File: src/rtl/rv32_pkg.sv
// Shared constants for the pipeline hazard controller: opcodes, FSM states
// and operand-source encodings.
package rv32_pkg;

  localparam logic [6:0] OP_LUI    = 7'b0110111;
  localparam logic [6:0] OP_AUIPC  = 7'b0010111;
  localparam logic [6:0] OP_JAL    = 7'b1101111;
  localparam logic [6:0] OP_REG    = 7'b0110011;
  localparam logic [6:0] OP_STORE  = 7'b0100011;
  localparam logic [6:0] OP_BRANCH = 7'b1100011;

  typedef enum logic [1:0] {
    ST_RUN      = 2'd0,
    ST_LU_STALL = 2'd1,
    ST_MEM_WAIT = 2'd2
  } ctrl_state_e;

  localparam logic [1:0] FWD_RF  = 2'd0;
  localparam logic [1:0] FWD_EX  = 2'd1;
  localparam logic [1:0] FWD_MEM = 2'd2;

  localparam logic [15:0] STALL_CNT_MAX = 16'hFFFF;

endpackage

File: src/rtl/pipe_ctrl_if.sv
// Bundle between the pipeline datapath (master) and the hazard controller
// (slave): decode/execute/memory status in, stall/flush/forward controls out.
interface pipe_ctrl_if;
  logic [31:0] dec_ins;
  logic        dec_valid;
  logic [4:0]  ex_rd;
  logic        ex_wen;
  logic        ex_is_load;
  logic [4:0]  mem_rd;
  logic        mem_wen;
  logic        mem_busy;
  logic        br_taken;
  logic        pc_stall;
  logic        ifid_stall;
  logic        idex_stall;
  logic        idex_bubble;
  logic        ifid_flush;
  logic [1:0]  fwd_sel1;
  logic [1:0]  fwd_sel2;
  logic [1:0]  ctrl_state;
  logic [15:0] stall_cycles;

  modport master (
    output dec_ins, dec_valid, ex_rd, ex_wen, ex_is_load, mem_rd, mem_wen,
           mem_busy, br_taken,
    input  pc_stall, ifid_stall, idex_stall, idex_bubble, ifid_flush,
           fwd_sel1, fwd_sel2, ctrl_state, stall_cycles
  );

  modport slave (
    input  dec_ins, dec_valid, ex_rd, ex_wen, ex_is_load, mem_rd, mem_wen,
           mem_busy, br_taken,
    output pc_stall, ifid_stall, idex_stall, idex_bubble, ifid_flush,
           fwd_sel1, fwd_sel2, ctrl_state, stall_cycles
  );
endinterface

File: src/rtl/pipe_fwd_sel.sv
// Operand-source selection for one decode-stage source register; x0 never
// matches a producer.
module pipe_fwd_sel
  import rv32_pkg::*;
(
  input  logic [4:0] src_reg,
  input  logic       src_used,
  input  logic       dec_valid,
  input  logic [4:0] ex_rd,
  input  logic       ex_wen,
  input  logic       ex_is_load,
  input  logic [4:0] mem_rd,
  input  logic       mem_wen,
  input  logic       lu_stall,
  output logic       ex_match,
  output logic [1:0] fwd_sel
);

  logic mem_match;

  // A load caught in EX during the bubble cycle has reached MEM by the time
  // its data is consumed, so it is sourced from the MEM result.
  always_comb begin
    ex_match  = dec_valid && src_used && ex_wen && (ex_rd != 5'd0) && (ex_rd == src_reg);
    mem_match = dec_valid && src_used && mem_wen && (mem_rd != 5'd0) && (mem_rd == src_reg);
    fwd_sel   = FWD_RF;
    if (ex_match && !ex_is_load) begin
      fwd_sel = FWD_EX;
    end else if (mem_match || (ex_match && lu_stall)) begin
      fwd_sel = FWD_MEM;
    end
  end

endmodule

File: src/rtl/pipe_ctrl.sv
// Pipeline hazard controller: load-use stall, memory-wait freeze, branch
// flush, operand forwarding and a saturating stall-cycle counter.
module pipe_ctrl
  import rv32_pkg::*;
(
  input  logic        clk,
  input  logic        rst,
  pipe_ctrl_if.slave  bus
);

  ctrl_state_e state;
  ctrl_state_e next_state;
  logic [15:0] stall_cnt;
  logic [6:0]  opcode;
  logic [4:0]  rs1;
  logic [4:0]  rs2;
  logic        rs1_used;
  logic        rs2_used;
  logic        ex_match1;
  logic        ex_match2;
  logic [1:0]  sel1;
  logic [1:0]  sel2;
  logic        lu_hazard;
  logic        lu_stall;

  assign opcode   = bus.dec_ins[6:0];
  assign rs1      = bus.dec_ins[19:15];
  assign rs2      = bus.dec_ins[24:20];
  assign rs1_used = !((opcode == OP_LUI) || (opcode == OP_AUIPC) || (opcode == OP_JAL));
  assign rs2_used = (opcode == OP_REG) || (opcode == OP_STORE) || (opcode == OP_BRANCH);
  assign lu_stall = (state == ST_LU_STALL);

  pipe_fwd_sel u_fwd_rs1 (
    .src_reg    (rs1),
    .src_used   (rs1_used),
    .dec_valid  (bus.dec_valid),
    .ex_rd      (bus.ex_rd),
    .ex_wen     (bus.ex_wen),
    .ex_is_load (bus.ex_is_load),
    .mem_rd     (bus.mem_rd),
    .mem_wen    (bus.mem_wen),
    .lu_stall   (lu_stall),
    .ex_match   (ex_match1),
    .fwd_sel    (sel1)
  );

  pipe_fwd_sel u_fwd_rs2 (
    .src_reg    (rs2),
    .src_used   (rs2_used),
    .dec_valid  (bus.dec_valid),
    .ex_rd      (bus.ex_rd),
    .ex_wen     (bus.ex_wen),
    .ex_is_load (bus.ex_is_load),
    .mem_rd     (bus.mem_rd),
    .mem_wen    (bus.mem_wen),
    .lu_stall   (lu_stall),
    .ex_match   (ex_match2),
    .fwd_sel    (sel2)
  );

  assign lu_hazard = (ex_match1 || ex_match2) && bus.ex_is_load;

  always_ff @(posedge clk) begin
    if (rst) begin
      state <= ST_RUN;
    end else begin
      state <= next_state;
    end
  end

  // A frozen memory access outranks a redirect, which outranks a load-use stall.
  always_comb begin
    next_state = ST_RUN;
    if (bus.mem_busy) begin
      next_state = ST_MEM_WAIT;
    end else if (bus.br_taken) begin
      next_state = ST_RUN;
    end else begin
      case (state)
        ST_RUN:      next_state = lu_hazard ? ST_LU_STALL : ST_RUN;
        ST_LU_STALL: next_state = ST_RUN;
        ST_MEM_WAIT: next_state = ST_RUN;
        default:     next_state = ST_RUN;
      endcase
    end
  end

  always_comb begin
    bus.pc_stall    = 1'b0;
    bus.ifid_stall  = 1'b0;
    bus.idex_stall  = 1'b0;
    bus.idex_bubble = 1'b0;
    bus.ifid_flush  = 1'b0;
    bus.fwd_sel1    = FWD_RF;
    bus.fwd_sel2    = FWD_RF;
    if (!rst) begin
      bus.fwd_sel1 = sel1;
      bus.fwd_sel2 = sel2;
      if (bus.mem_busy) begin
        bus.pc_stall   = 1'b1;
        bus.ifid_stall = 1'b1;
        bus.idex_stall = 1'b1;
      end else if (bus.br_taken) begin
        bus.ifid_flush  = 1'b1;
        bus.idex_bubble = 1'b1;
      end else if ((state == ST_RUN) && lu_hazard) begin
        bus.pc_stall    = 1'b1;
        bus.ifid_stall  = 1'b1;
        bus.idex_bubble = 1'b1;
      end
    end
  end

  always_ff @(posedge clk) begin
    if (rst) begin
      stall_cnt <= 16'd0;
    end else if (bus.pc_stall && (stall_cnt != STALL_CNT_MAX)) begin
      stall_cnt <= stall_cnt + 16'd1;
    end
  end

  assign bus.ctrl_state   = state;
  assign bus.stall_cycles = stall_cnt;

endmodule

File: src/flat_wrapper.sv
// flat-port wrapper written by rule: the top's interface ports become plain ports
module pipe_ctrl_flat import rv32_pkg::*;
  (clk, rst, bus_dec_ins, bus_dec_valid, bus_ex_rd, bus_ex_wen, bus_ex_is_load, bus_mem_rd, bus_mem_wen, bus_mem_busy, bus_br_taken, bus_pc_stall, bus_ifid_stall, bus_idex_stall, bus_idex_bubble, bus_ifid_flush, bus_fwd_sel1, bus_fwd_sel2, bus_ctrl_state, bus_stall_cycles);
  pipe_ctrl_if bus_i ();
  input  logic clk;
  input  logic rst;
  input wire logic [$bits(bus_i.dec_ins)-1:0] bus_dec_ins;
  input wire logic [$bits(bus_i.dec_valid)-1:0] bus_dec_valid;
  input wire logic [$bits(bus_i.ex_rd)-1:0] bus_ex_rd;
  input wire logic [$bits(bus_i.ex_wen)-1:0] bus_ex_wen;
  input wire logic [$bits(bus_i.ex_is_load)-1:0] bus_ex_is_load;
  input wire logic [$bits(bus_i.mem_rd)-1:0] bus_mem_rd;
  input wire logic [$bits(bus_i.mem_wen)-1:0] bus_mem_wen;
  input wire logic [$bits(bus_i.mem_busy)-1:0] bus_mem_busy;
  input wire logic [$bits(bus_i.br_taken)-1:0] bus_br_taken;
  output wire logic [$bits(bus_i.pc_stall)-1:0] bus_pc_stall;
  output wire logic [$bits(bus_i.ifid_stall)-1:0] bus_ifid_stall;
  output wire logic [$bits(bus_i.idex_stall)-1:0] bus_idex_stall;
  output wire logic [$bits(bus_i.idex_bubble)-1:0] bus_idex_bubble;
  output wire logic [$bits(bus_i.ifid_flush)-1:0] bus_ifid_flush;
  output wire logic [$bits(bus_i.fwd_sel1)-1:0] bus_fwd_sel1;
  output wire logic [$bits(bus_i.fwd_sel2)-1:0] bus_fwd_sel2;
  output wire logic [$bits(bus_i.ctrl_state)-1:0] bus_ctrl_state;
  output wire logic [$bits(bus_i.stall_cycles)-1:0] bus_stall_cycles;
  assign bus_i.dec_ins = bus_dec_ins;
  assign bus_i.dec_valid = bus_dec_valid;
  assign bus_i.ex_rd = bus_ex_rd;
  assign bus_i.ex_wen = bus_ex_wen;
  assign bus_i.ex_is_load = bus_ex_is_load;
  assign bus_i.mem_rd = bus_mem_rd;
  assign bus_i.mem_wen = bus_mem_wen;
  assign bus_i.mem_busy = bus_mem_busy;
  assign bus_i.br_taken = bus_br_taken;
  assign bus_pc_stall = bus_i.pc_stall;
  assign bus_ifid_stall = bus_i.ifid_stall;
  assign bus_idex_stall = bus_i.idex_stall;
  assign bus_idex_bubble = bus_i.idex_bubble;
  assign bus_ifid_flush = bus_i.ifid_flush;
  assign bus_fwd_sel1 = bus_i.fwd_sel1;
  assign bus_fwd_sel2 = bus_i.fwd_sel2;
  assign bus_ctrl_state = bus_i.ctrl_state;
  assign bus_stall_cycles = bus_i.stall_cycles;
  pipe_ctrl u_core (.clk(clk), .rst(rst), .bus(bus_i));
endmodule
File: config.mk
export PLATFORM = sky130hd
export DESIGN_NAME = pipe_ctrl_flat
export DESIGN_NICKNAME = d
export VERILOG_FILES = /design/src/rtl/rv32_pkg.sv /design/src/rtl/pipe_ctrl_if.sv /design/src/rtl/pipe_fwd_sel.sv /design/src/rtl/pipe_ctrl.sv /design/src/flat_wrapper.sv
export SDC_FILE = /design/constraint.sdc
export NUM_CORES = 1
export LEC_CHECK = 0
export ABC_AREA = 1
export ABC_CLOCK_PERIOD_IN_PS = 3200
export BUFFER_PORTS_ARGS = -buffer_cell sky130_fd_sc_hd__buf_2
export CAP_MARGIN = 30
export CORE_MARGIN = 2
export CORE_UTILIZATION = 30
export CTS_CLUSTER_SIZE = 8
export DETAILED_ROUTE_END_ITERATION = 8
export GPL_TIMING_DRIVEN = 0
export PLACE_DENSITY = 0.6
export SLEW_MARGIN = 20
export SYNTH_ARGS = -nofsm -noshare
export SYNTH_HDL_FRONTEND = slang
export SYNTH_HIERARCHICAL = 1
export SYNTH_SLANG_ARGS = --single-unit
File: constraint.sdc
create_clock -name clk -period 3.2 [get_ports clk]
set_clock_uncertainty 0.1 [all_clocks]
set_input_delay 0.64 -clock clk [delete_from_list [all_inputs] [get_ports clk]]
set_output_delay 0.64 -clock clk [all_outputs]
set_load 0.02 [all_outputs]
==> results.md, run 1 <==
- Routed Antenna Nets: 0
- Reg2reg path depth: 8
- Grt total ovfl: 0
- CP Capture Type: output pin
- # DRC: 0
- Layout cells sized above 1: 0.322
- Final Hold Fails: 0
- Leading area contributor after synthesis: nand2_1
- Peak VDD IR: 0.224 mV
- Worst hold path stage count: 2
- Tot Pwr: 0.000552 W
- Worst-Margin Slew: 469 ps
- Slew margin rel.: 0.687
- Number of setup violations in the final report: 0
- Netlist cell types: 24
- Hold WC Path Type: flop to flop
- Sequential fraction of the synthesis area: 0.208
- Crit path DAT: 2330 ps
- Power Dens Cells: 242 nW/um2
- Mapped Nets: 368
- Worst endpoint required time: 2460 ps
- Buffers on Ports: 61
- HPWL after DPL: 3800 um
- Diodes inserted: 0
- Die area: 6400 um2
- Hold path start: u_core/bus.stall_cycles[14]
- Synth top area share: 0.219
- IO Count: 77
- Clock buffer depth: 2
- Vias in the first global route: 1893
- Total wire length: 4750 um
- GRT Overall Usage: 0.156
- TNS Setup: 0 ps
- Syn_area_per_cell: 5.47 um2
- Routability cong.: 0.831
- Vias: 2041
- Fill cells: 615
- Vias/cell: 4.44
- Leakage Power: 1.13 nW
- Outcome: completed
- Post-route clock period utilization: 0.961
- H-tree depth: 1
- Net count reported at finish: 440
- Final worst path period need: 3070 ps
- Die width: 80.0 um
- Setup crit start kind: primary input
- Max Transition Viols Final: 0
- Initial Util: 0.313
- Worst R2R Setup Slack: 1370 ps
- Hold Slack: 424 ps
- Critical R2R Launch: u_core/bus.stall_cycles[0]
- First-pass GRT wire length: 8050 um
- Row count: 27
- Initial antenna violation count: 0
- Synth Register Bits: 18
- Terminus of the critical flop-to-flop path: u_core/bus.stall_cycles[9]
- Synth Warn #: 6
- Syn Inst Count: 317
- Worst skew pair latency: 260 ps
- DR WL/cell: 10.3 um
- Clock Sinks: 18
- Total core area: 5540 um2
- Largest net degree at the start of global routing: 12
- WHS Endpoint: u_core/bus.stall_cycles[14]
- CTS root buf: clkbuf_8
- Max-Cap Viols: 0
- Worst-path clk slew: 70 ps
- Chip Height: 80.0 um
- Final Core Density: 0.412
- Initial DRC Count: 68
- Area growth syn-to-layout: 31.7%
- CTS tree: done
- Syn Std Cell Area: 1730 um2
- Critical path peak fanout: 2
- DRT Pass-1 Iters: 4
- Fmax: 325 MHz
- Num CTS Buffers: 3
- Hold buffer count at cts: 0
- Top post-synthesis cells by area: nand2_1, dfxtp_1, nor2_1
- Worst Setup Path Type: primary input to output pin
## critical path, stage by stage
cell and delay, ps:
buf_2 100, inv_2 50, nand3_2 70, a211oi_2 190
nand2_1 80, inv_2 70, nand2_2 60, nor2_4 120
nand3_2 90, nor2_2 130, nor2_2 40, nor2_2 130
buf_4 130, buf_4 90, nand2_1 40, a21oi_1 140
buf_4 160
## per-layer routing
| metal | wire [um] | global-route usage |
|---|---|---|
| met1 | 2250 | 0.200 |
| met2 | 2190 | 0.261 |
| met3 | 266 | 0.0396 |
| met4 | 31 | 0.0339 |
| met5 | 0 | 0 |
## repair_timing
action	4_1_cts	5_1_grt
gates resized for setup	4	14
setup endpoints to repair	2	3
endpoints found under the hold margin	0	0
buffers inserted	3	3
pin swaps	3	9
## state kept, by name, summed over array words and instances (netlist names)
register	count
u_core/bus.stall_cycles	16
u_core/bus.ctrl_state	2
## worst max path at each step
stage	depth (start not counted)	slack [ps]	end	from
global placement	17	-140	bus_pc_stall	bus_dec_ins[2]
detailed placement	17	-150	bus_pc_stall	bus_dec_ins[3]
CTS	17	8	bus_pc_stall	bus_dec_ins[3]
finish	17	130	bus_idex_bubble	bus_dec_ins[2]
global route	17	-30	bus_idex_bubble	bus_dec_ins[3]
floorplan	15	290	bus_pc_stall	bus_dec_ins[2]
## final cells by class
type | count | area [um2] | area share
sequential | 18 | 360 | 0.158
multi-input combinational | 238 | 1170 | 0.514
buffer | 5 | 38.8 | 0.0170
timing repair buffer | 67 | 355 | 0.156
clock buffer | 4 | 55.1 | 0.0241
tap | 72 | 90.1 | 0.0395
inverter | 56 | 210 | 0.0921
## cells in the mapped netlist, drive strengths merged
| cell | n |
|---|---|
| nand3 | 22 |
| clkbuf | 1 |
| xor2 | 8 |
| nand2 | 103 |
| ha | 1 |
| buf | 4 |
| inv | 56 |
| xnor2 | 3 |
| a211oi | 1 |
| dfxtp | 18 |
| nand4 | 9 |
| nor3 | 3 |
| nor2 | 62 |
| o21ai | 7 |
| a21oi | 19 |
## logic make-up (layout without fill, tap and decap cells)
family	count (synthesis)	count (layout)	synth area share
adder cells (fa/ha/maj)	1	1	0.00721
AO/OA/AOI/OAI	27	27	0.0988
flip-flops	18	18	0.208
XOR/XNOR	11	11	0.0556
buffers and inverters	61	132	0.140
AND/OR/NAND/NOR	199	199	0.491
## power by group
group          switching (W)  internal (W)  total [W]
Sequential        0.00000341      0.000226   0.000230
Combinational      0.0000789     0.0000505   0.000129
Clock              0.0000837      0.000110   0.000193
## metrics by stage
stage | cell area [um2] | setup WS (ps) | instances
after floorplan | 1730 | 285 | 317
after global routing | 2280 | -27.1 | 460
final | 2280 | 125 | 460
after global placement | 2130 | -144 | 450
after detailed placement | 2130 | -152 | 450
after CTS | 2220 | 7.77 | 457
## layout by cell type, fill, tap and decap left out
cell | Yosys | layout
nor2_1 | 56 | 51
xor2_1 | 8 | 8
nor2_2 | 5 | 9
nand2_2 | 0 | 2
o21ai_0 | 7 | 7
nand2_4 | 2 | 2
buf_2 | 2 | 60
dfxtp_1 | 18 | 18
inv_2 | 17 | 19
xnor2_1 | 3 | 3
nand3_2 | 1 | 4
inv_1 | 39 | 37
clkbuf_1 | 1 | 1
nor3_1 | 1 | 1
buf_4 | 1 | 9
a211oi_2 | 0 | 1
nand4_1 | 9 | 9
nand3_1 | 21 | 18
nor2_4 | 1 | 2
ha_1 | 1 | 1
buf_6 | 1 | 2
a21oi_1 | 10 | 10
nand2_1 | 101 | 99
nor3_2 | 2 | 2
a21oi_2 | 9 | 9
clkbuf_8 | 0 | 4
No activity file was read; power rests on OpenSTA's default activity.
==> inputs of run 2 (changes only) <==
--- a/config.mk
+++ b/config.mk
@@ -10,11 +10,11 @@
 export BUFFER_PORTS_ARGS = -buffer_cell sky130_fd_sc_hd__buf_2
 export CAP_MARGIN = 30
 export CORE_MARGIN = 2
-export CORE_UTILIZATION = 30
+export CORE_UTILIZATION = 48
 export CTS_CLUSTER_SIZE = 8
 export DETAILED_ROUTE_END_ITERATION = 8
 export GPL_TIMING_DRIVEN = 0
-export PLACE_DENSITY = 0.6
+export PLACE_DENSITY = 0.86
 export SLEW_MARGIN = 20
 export SYNTH_ARGS = -nofsm -noshare
 export SYNTH_HDL_FRONTEND = slang
==> run 2 against run 1 <==
Effect of this change:
- clock power fell by 24%
- largest power group unchanged
- maximum frequency fell by 1.5%
- register-to-register slack got worse by 40 ps
- non-clock buffer count fell by 1
- highest routed layer unchanged
- cell area fell by 2.5%
- count of clock-buffer cells in the layout did not move
- combinational power barely moved
- final cell count fell by 5.9%
- via count rose by 4.4%
- largest cell class unchanged
- first-iteration DRC count rose by 56%
- global-route usage rose by 8.0 points
==> results.md, run 2 (synthesized netlist as in run 1, its figures left out) <==
- Outcome: completed (unchanged)
- RSZ-0062 raised after global routing: true
- Row count: 21 (was 27)
- Final Hold Fails: 0 (unchanged)
- H-tree depth: 1 (unchanged)
- Routability cong.: 0.885 (was 0.831)
- CP max-delay cell: a211oi_2 (unchanged)
- Area growth syn-to-layout: 28.4% (was 31.7%)
- Hold buffer count at cts: 0 (unchanged)
- Die area: 4110 um2 (was 6400 um2)
- Routed Antenna Nets: 0 (unchanged)
- # DRC: 0 (unchanged)
- Placed insts: 424 (was 450)
- Initial DRC Count: 106 (was 68)
- Total core area: 3420 um2 (was 5540 um2)
- Max-Cap Viols: 0 (unchanged)
- Worst skew pair latency: 310 ps (was 260 ps)
- Total wire length: 4770 um (was 4750 um)
- Power Dens Cells: 228 nW/um2 (was 242 nW/um2)
- CTS tree: done (unchanged)
- Setup Slack @ Placement: -131 ps (was -152 ps)
- Crit-path cells: buf_8 -> inv_4 -> nand3_2 -> a211oi_2 -> nand2_1 -> inv_2 -> nand2_2 -> nor2_4 -> nand3_2 -> nor2_1 -> nor2_1 -> nor2_1 -> nand3_1 -> nand2_2 -> buf_6 -> buf_6 -> buf_6 (was buf_2 -> inv_2 -> nand3_2 -> a211oi_2 -> nand2_1 -> inv_2 -> nand2_2 -> nor2_4 -> nand3_2 -> nor2_2 -> nor2_2 -> nor2_2 -> buf_4 -> buf_4 -> nand2_1 -> a21oi_1 -> buf_4)
- Vias/cell: 4.92 (was 4.44)
- Clock Sinks: 18 (unchanged)
- Chip Height: 64.1 um (was 80.0 um)
- GRT Overall Usage: 0.236 (was 0.156)
- Fmax: 320 MHz (was 325 MHz)
- Worst Setup Path Type: primary input to output pin (unchanged)
- Max Transition Viols Final: 0 (unchanged)
- DRT Pass-1 Iters: 4 (unchanged)
- Worst-path clk slew: 100 ps (was 70 ps)
- Post-route clock period utilization: 0.976 (was 0.961)
- Fill cells: 340 (was 615)
- Most common cell after layout, fill and taps aside: nand2_1 (unchanged)
- Commonest non-fill, non-tap cells in the layout: nand2_1, buf_2, nor2_1 (unchanged)
- Setup crit start kind: primary input (unchanged)
- Crit path DAT: 2380 ps (was 2330 ps)
- Initial Util: 0.508 (was 0.313)
- Number of setup violations in the final report: 0 (unchanged)
- HPWL after DPL: 3650 um (was 3800 um)
- Worst endpoint required time: 2460 ps (about the same)
- Critical path peak fanout: 8 (was 2)
- Buffers on Ports: 61 (unchanged)
- Clock buffer depth: 2 (unchanged)
- Slew margin rel.: 0.696 (was 0.687)
- Initial antenna violation count: 0 (unchanged)
- Die width: 64.1 um (was 80.0 um)
- CP Capture Type: output pin (unchanged)
- Leakage Power: 1.12 nW (was 1.13 nW)
- Vias: 2130 (was 2041)
- Final std cells w/o fill: 433 (was 460)
- Storage cell area: 360 um2 (unchanged)
- Worst-Margin Slew: 456 ps (was 469 ps)
- Final worst path period need: 3120 ps (was 3070 ps)
- DR WL/cell: 11.0 um (was 10.3 um)
- Tot Pwr: 0.000508 W (was 0.000552 W)
- Final Core Density: 0.652 (was 0.412)
- Largest net degree at the start of global routing: 12 (unchanged)
- Multi-input gate area: 1160 um2 (was 1170 um2)
- Hold WC Path Type: primary input to flop (was flop to flop)
- Max stage delay on crit path: 190 ps (about the same)
- Final WS setup: 77.5 ps (was 125 ps)
- Net count reported at finish: 439 (was 440)
- Peak VDD IR: 0.143 mV (was 0.224 mV)
- Largest register FFs: 16 (unchanged)
- Grt total ovfl: 0 (unchanged)
- Hold Slack: 398 ps (was 424 ps)
- Layout cells sized above 1: 0.307 (was 0.322)
- Num CTS Buffers: 3 (unchanged)
- Vias in the first global route: 1868 (was 1893)
- Diodes inserted: 0 (unchanged)
- First-pass GRT wire length: 7900 um (was 8050 um)
- CTS root buf: clkbuf_4 (was clkbuf_8)
- IO Count: 77 (unchanged)
[run 2: cell count changes in the layout (fill, tap and decap cells not counted), sizes merged]
cell  delta
buf      -1
[run 2: worst paths after layout]
check,end,start,cells past startpoint,slack [ps]
max,bus_pc_stall,bus_dec_ins[3],17,80
min,u_core/bus.ctrl_state[0],bus_mem_busy,2,400
max reg2reg,u_core/bus.stall_cycles[9],u_core/bus.stall_cycles[0],8,1330
min reg2reg,u_core/bus.stall_cycles[14],u_core/bus.stall_cycles[14],2,440
[run 2: layout make-up]
| type | instances | share of cell area |
|---|---|---|
| plain buffers | 5 | 0.0191 |
| clock buffers | 4 | 0.0163 |
| inverters | 56 | 0.0955 |
| multi-input cells | 238 | 0.520 |
| flip-flops and latches | 18 | 0.162 |
| well taps | 46 | 0.0258 |
| repair buffers | 66 | 0.161 |
[run 2: repair_timing]
| item | CTS | global route |
|---|---|---|
| setup endpoints to repair | 2 | 2 |
| gates resized for setup | 3 | 14 |
| pin swaps | 0 | 10 |
| cloned | 0 | 0 |
| buffers inserted | 0 | 5 |
[run 2: layer usage]
| metal | global-route usage | part of all wire | vias up |
|---|---|---|---|
| met5 | 0 | 0 | - |
| li1 | - | - | 1109 |
| met3 | 0.0423 | 0.067 | 5 |
| met4 | 0.0479 | 0.0071 | 0 |
| met1 | 0.306 | 0.45 | 942 |
| met2 | 0.409 | 0.47 | 74 |
[run 2: stage by stage]
step	setup TNS [ps]	area, um2
2_1_floorplan	0	1730
3_3_place_gp	-122	2100
3_5_place_dp	-180	2100
4_1_cts	0	2140
5_1_grt	-70.9	2230
6_report	0	2230
[run 2: worst max-delay path, delay by kind of cell]
family	cells	cell delay [ps]
AND/OR/NAND/NOR	10	1000
buffers and inverters	6	550
AO/OA/AOI/OAI	1	190
[run 2: power by group]
| group | internal [W] | leakage, nW | switching (W) |
|---|---|---|---|
| logic | 0.0000518 | 0.948 | 0.0000795 |
| registers | 0.000227 | 0.146 | 0.00000348 |
| clock network | 0.0000696 | 0.0210 | 0.0000775 |
